File: src/rtl/tgate_bus_arbiter_if.sv
// Request/grant/enable bundle between requesting stages, the arbiter and the driver cells.
interface tgate_bus_arbiter_if #(
    parameter int N = 4
);
    localparam int IDW = (N > 1) ? $clog2(N) : 1;

    logic [N-1:0]   req;
    logic [N-1:0]   gnt;
    logic [N-1:0]   drv_en;
    logic [IDW-1:0] gnt_id;
    logic           bus_busy;

    modport master (output req, input gnt, input drv_en, input gnt_id, input bus_busy);
    modport slave  (input req, output gnt, output drv_en, output gnt_id, output bus_busy);
endinterface

File: src/rtl/tgate_bus_arbiter.sv
// Round-robin owner selection for a shared node with a dead-time gap between
// grant and driver enable, so no two driver cells ever conduct together.
module tgate_bus_arbiter #(
    parameter int N        = 4,
    parameter int DEAD     = 1,
    parameter int MAX_HOLD = 8
) (
    input  logic               clk,
    input  logic               rst_n,
    tgate_bus_arbiter_if.slave bus
);
    localparam int             IDW      = (N > 1) ? $clog2(N) : 1;
    localparam logic [N-1:0]   ONE      = N'(1);
    localparam logic [2:0]     DEAD_C   = 3'(DEAD);
    localparam logic [3:0]     HOLD_C   = 4'(MAX_HOLD);
    localparam logic [3:0]     HOLD_LIM = (MAX_HOLD == 0) ? 4'd15 : HOLD_C;

    typedef enum logic [1:0] {IDLE, TURN, OWN} state_t;

    state_t         state_q, state_d;
    logic [N-1:0]   gnt_q, gnt_d;
    logic [N-1:0]   drv_q, drv_d;
    logic [IDW-1:0] id_q, id_d;
    logic [IDW-1:0] ptr_q, ptr_d;
    logic [2:0]     dcnt_q, dcnt_d;
    logic [3:0]     hcnt_q, hcnt_d;

    logic           owner_req;
    logic           others_req;
    logic [IDW-1:0] win;
    logic [IDW-1:0] nxt_ptr;

    // First set request at or above p, wrapping from N-1 back to 0.
    function automatic logic [IDW-1:0] rr_pick(input logic [N-1:0] r, input logic [IDW-1:0] p);
        logic [IDW-1:0] w;
        logic           found;
        int             idx;
        w     = '0;
        found = 1'b0;
        for (int i = 0; i < N; i++) begin
            idx = (int'(p) + i) % N;
            if (!found && r[idx]) begin
                w     = IDW'(idx);
                found = 1'b1;
            end
        end
        return w;
    endfunction

    function automatic logic [IDW-1:0] wrap_inc(input logic [IDW-1:0] v);
        if (int'(v) >= N - 1) return '0;
        return v + IDW'(1);
    endfunction

    assign owner_req  = |(bus.req & gnt_q);
    assign others_req = |(bus.req & ~gnt_q);
    assign win        = rr_pick(bus.req, ptr_q);
    assign nxt_ptr    = wrap_inc(id_q);

    always_ff @(posedge clk or negedge rst_n) begin
        if (!rst_n) begin
            state_q <= IDLE;
            gnt_q   <= '0;
            drv_q   <= '0;
            id_q    <= '0;
            ptr_q   <= '0;
            dcnt_q  <= '0;
            hcnt_q  <= '0;
        end else begin
            state_q <= state_d;
            gnt_q   <= gnt_d;
            drv_q   <= drv_d;
            id_q    <= id_d;
            ptr_q   <= ptr_d;
            dcnt_q  <= dcnt_d;
            hcnt_q  <= hcnt_d;
        end
    end

    always_comb begin
        state_d = state_q;
        gnt_d   = gnt_q;
        drv_d   = drv_q;
        id_d    = id_q;
        ptr_d   = ptr_q;
        dcnt_d  = dcnt_q;
        hcnt_d  = hcnt_q;
        case (state_q)
            IDLE: begin
                gnt_d = '0;
                drv_d = '0;
                id_d  = '0;
                if (|bus.req) begin
                    gnt_d = ONE << win;
                    id_d  = win;
                    if (DEAD == 0) begin
                        state_d = OWN;
                        drv_d   = ONE << win;
                        hcnt_d  = 4'd1;
                    end else begin
                        state_d = TURN;
                        dcnt_d  = DEAD_C;
                    end
                end
            end
            TURN: begin
                drv_d = '0;
                // Owner gave up before its driver was ever enabled.
                if (!owner_req) begin
                    state_d = IDLE;
                    gnt_d   = '0;
                    id_d    = '0;
                    ptr_d   = nxt_ptr;
                    dcnt_d  = '0;
                end else if (dcnt_q <= 3'd1) begin
                    state_d = OWN;
                    drv_d   = gnt_q;
                    dcnt_d  = '0;
                    hcnt_d  = 4'd1;
                end else begin
                    dcnt_d = dcnt_q - 3'd1;
                end
            end
            OWN: begin
                drv_d = gnt_q;
                if (!owner_req || (MAX_HOLD != 0 && hcnt_q == HOLD_C && others_req)) begin
                    state_d = IDLE;
                    gnt_d   = '0;
                    drv_d   = '0;
                    id_d    = '0;
                    ptr_d   = nxt_ptr;
                    hcnt_d  = '0;
                end else if (hcnt_q != HOLD_LIM) begin
                    hcnt_d = hcnt_q + 4'd1;
                end
            end
            default: begin
                state_d = IDLE;
                gnt_d   = '0;
                drv_d   = '0;
                id_d    = '0;
            end
        endcase
    end

    always_comb begin
        bus.gnt      = gnt_q;
        bus.drv_en   = drv_q;
        bus.gnt_id   = id_q;
        bus.bus_busy = |gnt_q;
    end
endmodule

File: src/flat_wrapper.sv
// flat-port wrapper written by rule: the top's interface ports become plain ports
module tgate_bus_arbiter_flat 
#(
    parameter int N        = 4,
    parameter int DEAD     = 1,
    parameter int MAX_HOLD = 8
)
  (clk, rst_n, bus_req, bus_gnt, bus_drv_en, bus_gnt_id, bus_bus_busy);
  tgate_bus_arbiter_if #(.N(N)) bus_i ();
  input  logic clk;
  input  logic rst_n;
  input wire logic [$bits(bus_i.req)-1:0] bus_req;
  output wire logic [$bits(bus_i.gnt)-1:0] bus_gnt;
  output wire logic [$bits(bus_i.drv_en)-1:0] bus_drv_en;
  output wire logic [$bits(bus_i.gnt_id)-1:0] bus_gnt_id;
  output wire logic [$bits(bus_i.bus_busy)-1:0] bus_bus_busy;
  assign bus_i.req = bus_req;
  assign bus_gnt = bus_i.gnt;
  assign bus_drv_en = bus_i.drv_en;
  assign bus_gnt_id = bus_i.gnt_id;
  assign bus_bus_busy = bus_i.bus_busy;
  tgate_bus_arbiter #(.N(N), .DEAD(DEAD), .MAX_HOLD(MAX_HOLD)) u_core (.clk(clk), .rst_n(rst_n), .bus(bus_i));
endmodule
File: config.mk
export PLATFORM = sky130hd
export DESIGN_NAME = tgate_bus_arbiter_flat
export DESIGN_NICKNAME = d
export VERILOG_FILES = /design/src/rtl/tgate_bus_arbiter_if.sv /design/src/rtl/tgate_bus_arbiter.sv /design/src/flat_wrapper.sv
export SDC_FILE = /design/constraint.sdc
export NUM_CORES = 1
export LEC_CHECK = 0
export ABC_AREA = 1
export BUFFER_PORTS_ARGS = -buffer_cell sky130_fd_sc_hd__buf_2
export CORE_ASPECT_RATIO = 0.6
export CORE_MARGIN = 2
export CORE_UTILIZATION = 35
export CTS_CLUSTER_DIAMETER = 60
export DETAILED_ROUTE_END_ITERATION = 6
export GPL_TIMING_DRIVEN = 0
export HOLD_SLACK_MARGIN = 0.05
export PLACE_DENSITY = 0.58
export SETUP_SLACK_MARGIN = 0.5
export SYNTH_ARGS = -nofsm -noshare
export SYNTH_HDL_FRONTEND = slang
export SYNTH_SLANG_ARGS = --single-unit
File: constraint.sdc
create_clock -name clk -period 2.4 [get_ports clk]
set_clock_uncertainty 0.05 [all_clocks]
set_input_delay 0.48 -clock clk [delete_from_list [all_inputs] [get_ports clk]]
set_output_delay 0.48 -clock clk [all_outputs]
set_load 0.05 [all_outputs]
==> results.py, run 1 <==
metrics = {
    "status": {
        "outcome": "finished clean",
    },
    "placement": {
        "dp_hpwl_um": 2870,
        "placed_cell_area_um2": 1740,
        "place_congestion": 0.909,
        "dpl.cell_count": 302,
        "portBuffers": 16,
        "pre_cts_ws_ns": 0.426,
    },
    "clocking": {
        "clk_path_buf_depth": 2,
        "cts_root_buffer": "clkbuf_8",
        "cts_tree": "built",
        "h-tree-depth": 1,
        "numCtsBuffers": 3,
        "cts.clk_slew.worst_paths_ns": 0.08,
        "cts_hold_buffers": 0,
        "cts.sinks": 21,
        "clock_latency_ns": 0.27,
    },
    "worst_setup_path": {
        "startpoint_type": "flop",
        "criticalPathCategory": "flop to flop",
        "cp-end-kind": "flop",
        "worstPathMaxFanout": 10,
        "arrival_ns": 1.89,
        "cp.required_ns": 2.56,
    },
    "finish": {
        "syn2layout_area_growth_pct": 14.2,
        "final_cells": 307,
        "antennaDiodeCount": 0,
        "nets": 262,
        "fillers": 486,
        "finalInstanceArea_um2": 1810,
        "drive_gt1_share_pct": 24.3,
    },
    "drt": {
        "drc": 0,
        "drt_first_pass_iters": 4,
        "first_iter_violations": 85,
        "vias_per_cell": 4.66,
        "vias": 1432,
        "wl_per_cell_um": 11.5,
        "route.antenna.remaining_nets": 0,
        "drt-total-wl_um": 3530,
    },
    "timing": {
        "tns_ns": 0,
        "period_share_pct": 72.0,
        "period_needed_ns": 1.73,
        "setup_viol": 0,
        "rsz0062_at_grt": "no",
        "layout_setup_ws_ns": 0.671,
        "max_freq_mhz": 579,
        "tightest_slew_ns": 0.480,
        "slew_violations": 0,
        "slew-limit-headroom_pct": 67.7,
        "final_hold_viol_count": 0,
    },
    "floorplanning": {
        "core_um2": 4230,
        "rows": 18,
        "die_w_um": 90.9,
        "start_util_pct": 37.5,
        "die_h_um": 56.2,
        "die_area_um2": 5110,
        "boundaryPins": 17,
    },
    "global_routing": {
        "grt_first_pass_wirelength_um": 6100,
        "gr-total-overflow": 0,
        "grt_max_degree": 22,
        "antenna_found_initial": 0,
        "track_usage_pct": 14.9,
        "first_global_vias": 1236,
    },
    "pwr": {
        "switching_share_pct": 55.2,
        "p_seq_share_pct": 23.3,
        "irDropWorstVdd_mv": 0.442,
        "p_leak_nw": 0.991,
        "power_density_nw_per_um2": 1310,
        "netSwitchingPower_mw": 1.31,
        "p_comb_share_pct": 66.7,
        "pwr-share-clk_pct": 10.0,
        "p_int_mw": 1.07,
    },
    "run": {
        "maxCapViolations": 0,
    },
    "yosys": {
        "ys_types": 28,
        "synth_top_cells_by_area": "dfrtp_1 33%, nand2_1 18%, inv_1 6.4%",
        "synth_edf_count": 0,
        "ys_ff_latch": 21,
        "syn_avg_cell_area_um2": 7.02,
        "synthArstFlopShare_pct": 100,
        "synth-main-ff-cell": "dfrtp_1",
        "ys_top_cells_by_count": "76 x nand2_1, 27 x inv_1, 21 x dfrtp_1",
        "synth_area_um2": 1590,
        "synth_top_area_share_pct": 33.1,
        "yosysWarnings": 0,
        "ys_seq_area_share_pct": 33.1,
        "synth_area_leader_cell": "dfrtp_1",
        "syn_inst": 226,
        "synth_fp_nets": 240,
        "synth_most_common_cell": "nand2_1",
    },
    "min_path": {
        "hp-class": "input port to asynchronous set/reset pin",
    },
}
[state kept, by name, indices dropped and copies added (netlist names)]
| register | count |
|---|---|
| u_core.bus.drv_en | 4 |
| u_core.bus.gnt | 4 |
| u_core.hcnt_q | 4 |
| u_core.dcnt_q | 3 |
| u_core.bus.gnt_id | 2 |
| u_core.ptr_q | 2 |
| u_core.state_q | 2 |
[stage by stage]
step	utilization, %	power, mW	hold slack, ns
finish	42.8	2.38	0.108
global route	42.8	2.64	0.147
CTS	42.2	2.37	0.128
detailed placement	41.1	2.12	0.421
global placement	41.1	2.13	0.423
floorplan	-	1.79	0.134
[final timing paths]
check                                                 start                          endpoint  slack [ns]  cells after the start
min in group clk           u_core.bus.gnt_id[1]$_DFFE_PN0P_  u_core.bus.gnt_id[1]$_DFFE_PN0P_        0.48                      2
min                                                   rst_n    u_core.bus.drv_en[0]$_DFF_PN0_        0.11                      1
max reg2reg                     u_core.ptr_q[0]$_DFFE_PN0P_     u_core.bus.gnt[2]$_DFFE_PN0N_        0.67                     12
max                             u_core.ptr_q[0]$_DFFE_PN0P_     u_core.bus.gnt[2]$_DFFE_PN0N_        0.67                     12
max in group asynchronous                             rst_n       u_core.ptr_q[0]$_DFFE_PN0P_        1.84                      1
min reg2reg                u_core.bus.gnt_id[1]$_DFFE_PN0P_  u_core.bus.gnt_id[1]$_DFFE_PN0P_        0.48                      2
[layout make-up]
type | count | area (um2) | share of cell area (%)
multi-input cells | 171 | 935 | 51.6
flip-flops and latches | 21 | 529 | 29.2
inverters | 32 | 120 | 6.63
repair buffers | 17 | 87.6 | 4.83
well taps | 60 | 75.1 | 4.14
clock buffers | 3 | 41.3 | 2.28
plain buffers | 2 | 18.8 | 1.04
clock inverters | 1 | 5.00 | 0.276
[kinds of logic after synthesis]
group,share of synthesized area (%)
flops,33.1
buf+inv,8.75
xor+xnor,1.10
compound gates,7.41
simple gates,43.3
fa+ha+maj,6.31
[timing repair]
action,4_1_cts,5_1_grt
gates resized for setup,0,7
endpoints found under the setup margin,0,11
setup buffers,0,1
[power groups by stage]
| stage | clock network, mW | logic, mW | registers [mW] |
|---|---|---|---|
| 5_1_grt | 0.269 | 1.80 | 0.572 |
| 2_1_floorplan | 0 | 1.17 | 0.626 |
| 6_report | 0.237 | 1.59 | 0.555 |
| 3_5_place_dp | 0 | 1.57 | 0.556 |
| 3_3_place_gp | 0 | 1.57 | 0.555 |
| 4_1_cts | 0.243 | 1.58 | 0.549 |
[cell usage in the layout, fill, tap and decap left out]
| cell type | count |
|---|---|
| nor2_8 | 1 |
| o21ai_1 | 5 |
| nor2_2 | 4 |
| o21ai_0 | 10 |
| nand3b_1 | 1 |
| nor3_1 | 5 |
| and2_1 | 1 |
| o21bai_1 | 1 |
| ha_1 | 8 |
| nand3_1 | 16 |
| inv_1 | 27 |
| clkbuf_8 | 3 |
| nand4_1 | 4 |
| buf_2 | 16 |
| inv_2 | 5 |
| buf_4 | 2 |
| or2_2 | 2 |
| a21oi_1 | 1 |
| a21oi_2 | 1 |
| buf_6 | 1 |
| a31oi_1 | 1 |
| nor2_1 | 10 |
| dfrtp_2 | 3 |
| dfrtp_1 | 18 |
| o211ai_1 | 1 |
| a22oi_1 | 1 |
| nand3_2 | 2 |
| xor2_1 | 2 |
| nand2_2 | 11 |
| clkinv_2 | 1 |
| nand2_4 | 8 |
| nand2_1 | 75 |
[metal layers]
layer	track usage (%)	wire [um]	vias up
met5	0	0	-
met4	1.95	17	0
met3	4.47	327	3
met2	18.1	1180	42
met1	24.8	2000	634
li1	-	-	753
[critical path, cell delays in order, from the launching register on]
cell	delay (ns)
dfrtp_2	0.46
buf_4	0.19
nand2_1	0.09
nand3_1	0.08
nand2_1	0.15
nand2_1	0.10
inv_2	0.10
nand2_4	0.06
nor2_2	0.09
nor2_2	0.05
nor2_2	0.10
nand2_1	0.07
nand2_1	0.06
No activity file was read; power rests on OpenSTA's default activity.
==> inputs of run 2 (changes only) <==
--- a/config.mk
+++ b/config.mk
@@ -14,7 +14,7 @@
 export DETAILED_ROUTE_END_ITERATION = 6
 export GPL_TIMING_DRIVEN = 0
 export HOLD_SLACK_MARGIN = 0.05
-export PLACE_DENSITY = 0.58
+export PLACE_DENSITY = 0.6
 export SETUP_SLACK_MARGIN = 0.5
 export SYNTH_ARGS = -nofsm -noshare
 export SYNTH_HDL_FRONTEND = slang
==> constraint.sdc (replaced) <==
create_clock -name clk -period 1.5 [get_ports clk]
set_clock_uncertainty 0.05 [all_clocks]
set_input_delay 0.3 -clock clk [delete_from_list [all_inputs] [get_ports clk]]
set_output_delay 0.3 -clock clk [all_outputs]
set_load 0.05 [all_outputs]
==> run 2 against run 1 <==
The flow now finishes with violations (setup timing). Via count grew 17%. Maximum frequency grew 2.5%. Worst setup slack lost 0.86 ns. Flip-flop and latch count is the same. Final area grew 41%. Combinational power grew to 2.7 times the previous value. Sequential power grew 60%. Critical path depth grew 2. Power grew 130%. Non-clock buffer count grew 36. Global-route usage grew 2.4 points. Count of clock-buffer cells in the layout grew 1. Highest routed layer unchanged.
==> results.py, run 2 (same netlist as run 1, synthesis figures left out) <==
metrics = {
    "drt": {
        "vias_per_cell": 4.90,
        "vias": 1680,
        "route.antenna.remaining_nets": 0,
        "drc": 0,
        "wl_per_cell_um": 13.9,
        "drt_first_pass_iters": 4,
        "first_iter_violations": 139,
        "drt-total-wl_um": 4760,
    },
    "pwr": {
        "p_int_mw": 2.67,
        "p_seq_share_pct": 16.0,
        "switching_share_pct": 51.8,
        "power_density_nw_per_um2": 2170,
        "p_leak_nw": 1.27,
        "p_comb_share_pct": 76.9,
        "p_total_mw": 5.54,
        "pwr-share-clk_pct": 7.0,
        "netSwitchingPower_mw": 2.87,
        "irDropWorstVdd_mv": 1.13,
    },
    "finish": {
        "nets": 298,
        "fillers": 374,
        "final_cell_mix": "51 x nand2_1, 26 x nand2_2, 24 x buf_4",
        "layout_commonest_cell": "nand2_1",
        "finalInstanceArea_um2": 2550,
        "drive_gt1_share_pct": 56.5,
        "syn2layout_area_growth_pct": 60.9,
        "antennaDiodeCount": 0,
    },
    "clocking": {
        "clk_path_buf_depth": 2,
        "cts.sinks": 21,
        "cts_tree": "built",
        "cts.clk_slew.worst_paths_ns": 0.08,
        "h-tree-depth": 1,
        "clock_latency_ns": 0.27,
        "cts_root_buffer": "clkbuf_8",
        "numCtsBuffers": 3,
    },
    "worst_setup_path": {
        "cp.required_ns": 1.62,
        "slowest_stage": "dfrtp_2",
        "arrival_ns": 1.80,
        "slowest_delay_ns": 0.46,
        "cp_num_buf_inv": 3,
        "criticalPathCategory": "flop to flop",
        "startpoint_type": "flop",
        "worstPathMaxFanout": 7,
        "cpLargestDelayFamily": "simple AND/OR/NAND/NOR gates",
        "crit_chain": "inv_2 -> buf_8 -> nand2_4 -> nand2_4 -> nand2_2 -> nand2_4 -> buf_4 -> nand2_2 -> nand2_1 -> nand2_1 -> nand3_1 -> nor2_1 -> nand2_1 -> nand2_1",
        "cp-end-kind": "flop",
        "cpMostUsedCell": "nand2_1",
    },
    "timing": {
        "max_freq_mhz": 593,
        "final_hold_viol_count": 0,
        "slew_violations": 0,
        "period_share_pct": 112,
        "rsz0062_at_grt": "yes",
        "period_needed_ns": 1.69,
        "slew-limit-headroom_pct": 77.3,
        "layout_setup_ws_ns": -0.187,
        "setup_viol": 14,
        "tightest_slew_ns": 0.340,
    },
    "run": {
        "maxCapViolations": 0,
    },
    "floorplanning": {
        "die_h_um": 56.2,
        "die_w_um": 90.9,
        "die_area_um2": 5110,
        "core_um2": 4230,
        "start_util_pct": 37.5,
        "boundaryPins": 17,
        "rows": 18,
    },
    "global_routing": {
        "antenna_found_initial": 0,
        "grt_max_degree": 22,
        "first_global_vias": 1444,
        "track_usage_pct": 17.3,
        "grt_first_pass_wirelength_um": 6980,
        "gr-total-overflow": 0,
    },
    "placement": {
        "portBuffers": 16,
        "placed_cell_area_um2": 1810,
        "place_congestion": 0.848,
        "dp_hpwl_um": 2940,
    },
    "min_path": {
        "hp-class": "input port to asynchronous set/reset pin",
    },
    "status": {
        "violations": "setup timing",
        "outcome": "complete, but fails checks",
    },
}
run 2: changes by cell type in the layout (fill, tap and decap cells not counted), sizes merged:
cell,delta
dlygate4sd3,+1
clkinv,-1
clkbuf,+2
buf,+34
run 2: repair_timing:
action | CTS | global route
hold buffers | 1 | 0
resized for setup | 64 | 57
buffers inserted | 23 | 13
endpoints found under the setup margin | 32 | 53
pin swaps | 13 | 25
hold endpoints to repair | 21 | 0
run 2: stage by stage:
| step | util, % | worst slack, ns | cells | TNS (ns) | hold WS, ns |
|---|---|---|---|---|---|
| after floorplan | - | -0.0244 | 226 | -0.105 | -0.0456 |
| after global placement | 42.8 | -0.236 | 302 | -2.25 | 0.241 |
| after detailed placement | 42.8 | -0.222 | 302 | -2.21 | 0.242 |
| after CTS | 53.0 | -0.149 | 330 | -0.734 | 0.485 |
| after global routing | 60.3 | -0.292 | 343 | -2.55 | 0.459 |
| final | 60.3 | -0.187 | 343 | -1.34 | 0.431 |
run 2: cell type report:
class | count | area (um2) | area share [%]
multi-input combinational | 171 | 1240 | 48.7
sequential | 21 | 533 | 20.9
timing repair buffer | 53 | 492 | 19.3
inverter | 32 | 138 | 5.39
tap | 60 | 75.1 | 2.94
clock buffer | 4 | 45.0 | 1.76
buffer | 2 | 26.3 | 1.03
run 2: path summary, 6_finish.rpt:
path | from | endpoint | slack, ns | cells after the start
worst max-delay path | u_core.ptr_q[0]$_DFFE_PN0P_ | u_core.bus.gnt[2]$_DFFE_PN0N_ | -0.19 | 14
worst min-delay path | rst_n | u_core.state_q[0]$_DFFE_PN0P_ | 0.43 | 2
worst max register to register | u_core.ptr_q[0]$_DFFE_PN0P_ | u_core.bus.gnt[2]$_DFFE_PN0N_ | -0.19 | 14
worst min register to register | u_core.bus.gnt_id[1]$_DFFE_PN0P_ | u_core.bus.gnt_id[1]$_DFFE_PN0P_ | 0.49 | 2
max in group asynchronous | rst_n | u_core.bus.gnt[0]$_DFFE_PN0N_ | 0.71 | 2
min in group clk | u_core.bus.gnt_id[1]$_DFFE_PN0P_ | u_core.bus.gnt_id[1]$_DFFE_PN0P_ | 0.49 | 2
run 2: per-layer routing:
metal,wire length [um],track usage (%),share of wire [%],vias up
met5,0,0,0,-
met2,2150,25.2,45,54
li1,-,-,-,833
met1,2260,26.1,47,788
met4,24,2.81,0.50,0
met3,322,4.20,6.8,5
run 2: power groups by stage:
stage	sequential [mW]	clock, mW	combinational (mW)
finish	0.889	0.390	4.26
global route	0.906	0.430	4.58
CTS	0.879	0.396	3.49
detailed placement	0.907	0	2.73
global placement	0.908	0	2.72
floorplan	1.02	0	2.06
==> inputs of run 3 (changes only) <==
--- a/config.mk
+++ b/config.mk
@@ -10,11 +10,12 @@
 export CORE_ASPECT_RATIO = 0.6
 export CORE_MARGIN = 2
 export CORE_UTILIZATION = 35
+export CTS_BUF_LIST = sky130_fd_sc_hd__clkbuf_2
 export CTS_CLUSTER_DIAMETER = 60
 export DETAILED_ROUTE_END_ITERATION = 6
 export GPL_TIMING_DRIVEN = 0
 export HOLD_SLACK_MARGIN = 0.05
-export PLACE_DENSITY = 0.6
+export PLACE_DENSITY = 0.58
 export SETUP_SLACK_MARGIN = 0.5
 export SYNTH_ARGS = -nofsm -noshare
 export SYNTH_HDL_FRONTEND = slang
==> constraint.sdc (replaced) <==
create_clock -name clk -period 1.92 [get_ports clk]
set_clock_uncertainty 0.05 [all_clocks]
set_input_delay 0.384 -clock clk [delete_from_list [all_inputs] [get_ports clk]]
set_output_delay 0.384 -clock clk [all_outputs]
set_load 0.05 [all_outputs]
==> run 3 against run 2 <==
The flow now finishes without violations. Wire length down 4.2%. Clock power down 49%. Via count is 3.5% lower. Utilization down 2.3 points. Critical path depth decreased by 1. Final area is 3.9% lower. Worst setup slack better by 0.36 ns. Hold slack improved by 0.027 ns. Power down 28%. Register-to-register slack better by 0.36 ns.
==> results.py, run 3 (same netlist as run 1, synthesis figures left out) <==
metrics = {
    "status": {
        "outcome": "finished clean",
    },
    "drt": {
        "drc": 0,
        "vias": 1621,
        "wl_per_cell_um": 13.4,
        "first_iter_violations": 100,
        "route.antenna.remaining_nets": 0,
        "vias_per_cell": 4.78,
        "drt_first_pass_iters": 4,
        "drt-total-wl_um": 4550,
    },
    "worst_setup_path": {
        "cp-end-kind": "flop",
        "r2r-end": "u_core.bus.gnt[3]$_DFFE_PN0N_",
        "worstPathMaxFanout": 8,
        "arrival_ns": 1.98,
        "r2r_start": "u_core.ptr_q[0]$_DFFE_PN0P_",
        "rr_worst_depth": 13,
        "cp.depth": 13,
        "criticalPathCategory": "flop to flop",
        "cpLargestDelayFamily": "simple AND/OR/NAND/NOR gates",
        "cp_num_buf_inv": 2,
        "slowest_stage": "dfrtp_2",
        "slowest_delay_ns": 0.48,
        "r2r_slack_ns": 0.18,
        "cp.required_ns": 2.16,
        "startpoint_type": "flop",
        "crit_chain": "inv_2 -> buf_8 -> nand2_4 -> nand2_4 -> nand2_2 -> nand2_4 -> nor2_8 -> nand2_4 -> nor2_4 -> nor2_2 -> nor2_1 -> nand2_1 -> nand2_1",
        "cpMostUsedCell": "nand2_4",
    },
    "timing": {
        "final_hold_viol_count": 0,
        "tightest_slew_ns": 0.484,
        "slew_violations": 0,
        "setup_viol": 0,
        "slew-limit-headroom_pct": 67.7,
        "period_needed_ns": 1.74,
        "max_freq_mhz": 573,
        "rsz0062_at_grt": "yes",
        "tns_ns": 0,
        "period_share_pct": 90.9,
    },
    "global_routing": {
        "grt_first_pass_wirelength_um": 7390,
        "use_met1_pct": 26.7,
        "gr-total-overflow": 0,
        "grt_max_degree": 22,
        "track_usage_pct": 18.2,
        "grt_use_met3_pct": 3.93,
        "antenna_found_initial": 0,
        "globalRoute.busiestLayer": "met2",
        "grtUsageMet2_pct": 28.7,
        "first_global_vias": 1545,
    },
    "clocking": {
        "cts.clk_slew.worst_paths_ns": 0.20,
        "numCtsBuffers": 3,
        "h-tree-depth": 1,
        "clk_path_buf_depth": 2,
        "cts_root_buffer": "clkbuf_2",
        "clock_latency_ns": 0.33,
        "cts.sinks": 21,
        "cts_tree": "built",
    },
    "finish": {
        "layout_commonest_cell": "nand2_1",
        "drive_gt1_share_pct": 55.6,
        "antennaDiodeCount": 0,
        "final_core_util_pct": 57.9,
        "fillers": 396,
        "nets": 294,
        "final_cell_mix": "52 x nand2_1, 32 x buf_4, 25 x nand2_2",
        "finalInstanceArea_um2": 2450,
        "syn2layout_area_growth_pct": 54.7,
    },
    "pwr": {
        "p_leak_nw": 1.24,
        "netSwitchingPower_mw": 2.14,
        "p_comb_share_pct": 77.4,
        "switching_share_pct": 53.4,
        "power_density_nw_per_um2": 1640,
        "pwr-share-clk_pct": 4.9,
        "p_seq_share_pct": 17.7,
        "p_int_mw": 1.87,
        "irDropWorstVdd_mv": 0.746,
    },
    "floorplanning": {
        "boundaryPins": 17,
        "die_area_um2": 5110,
        "die_w_um": 90.9,
        "rows": 18,
        "core_um2": 4230,
        "die_h_um": 56.2,
        "start_util_pct": 37.5,
    },
    "placement": {
        "place_congestion": 0.871,
        "dp_hpwl_um": 2930,
        "portBuffers": 16,
        "placed_cell_area_um2": 1770,
    },
    "min_path": {
        "hp-class": "input port to asynchronous set/reset pin",
    },
    "run": {
        "maxCapViolations": 0,
    },
}
-- run 3: worst reg2reg max path: cells and delay by family (launching register included) --
kind	cells	cell delay, ns
DFF	1	0.48
buffers and inverters	2	0.22
and+or+nand+nor	11	0.95
-- run 3: how the worst max path moves through the flow --
stage | startpoint | to | slack [ns]
2_1_floorplan | u_core.bus.gnt[3]$_DFFE_PN0N_ | u_core.ptr_q[0]$_DFFE_PN0P_ | 0.39
3_3_place_gp | u_core.ptr_q[0]$_DFFE_PN0P_ | u_core.bus.gnt[3]$_DFFE_PN0N_ | 0.17
3_5_place_dp | u_core.ptr_q[0]$_DFFE_PN0P_ | u_core.bus.gnt[3]$_DFFE_PN0N_ | 0.20
4_1_cts | u_core.ptr_q[0]$_DFFE_PN0P_ | u_core.bus.gnt_id[1]$_DFFE_PN0P_ | 0.25
5_1_grt | u_core.ptr_q[0]$_DFFE_PN0P_ | u_core.bus.gnt[3]$_DFFE_PN0N_ | 0.06
6_report | u_core.ptr_q[0]$_DFFE_PN0P_ | u_core.bus.gnt[3]$_DFFE_PN0N_ | 0.18
-- run 3: cell type report --
| cell class | count | area, um2 | area share, % |
|---|---|---|---|
| buffer | 2 | 26.3 | 1.07 |
| clock buffer | 4 | 20.0 | 0.816 |
| timing repair buffer | 49 | 399 | 16.3 |
| multi-input combinational | 171 | 1250 | 51.0 |
| tap | 60 | 75.1 | 3.06 |
| inverter | 32 | 148 | 6.02 |
| sequential | 21 | 534 | 21.8 |
-- run 3: metrics by stage --
stage               hold WS [ns]  power (mW)  worst slack (ns)  instances
floorplan                 0.0384        2.30             0.393        226
global route               0.488        4.32            0.0599        339
finish                     0.459        4.01             0.175        339
detailed placement         0.332        2.71             0.199        302
global placement           0.329        2.71             0.173        302
CTS                        0.471        3.64             0.248        331
-- run 3: what timing repair did --
action,4_1_cts,5_1_grt
gates resized for setup,64,51
buffers inserted,24,8
setup endpoints to repair,27,32
hold buffers,1,0
pin swaps,25,16
hold endpoints to repair,21,0
-- run 3: routing by layer --
metal  vias up  share of wire (%)
li1        815                  -
met5         -                  0
met2        48                 44
met3         2                6.4
met1       756                 50
met4         0               0.18
-- run 3: power by group through the flow --
| stage | clock network [mW] | logic, mW | registers (mW) |
|---|---|---|---|
| 3_5_place_dp | 0 | 2.01 | 0.703 |
| 4_1_cts | 0.204 | 2.75 | 0.687 |
| 3_3_place_gp | 0 | 2.01 | 0.703 |
| 2_1_floorplan | 0 | 1.51 | 0.794 |
| 5_1_grt | 0.216 | 3.38 | 0.724 |
| 6_report | 0.197 | 3.11 | 0.713 |
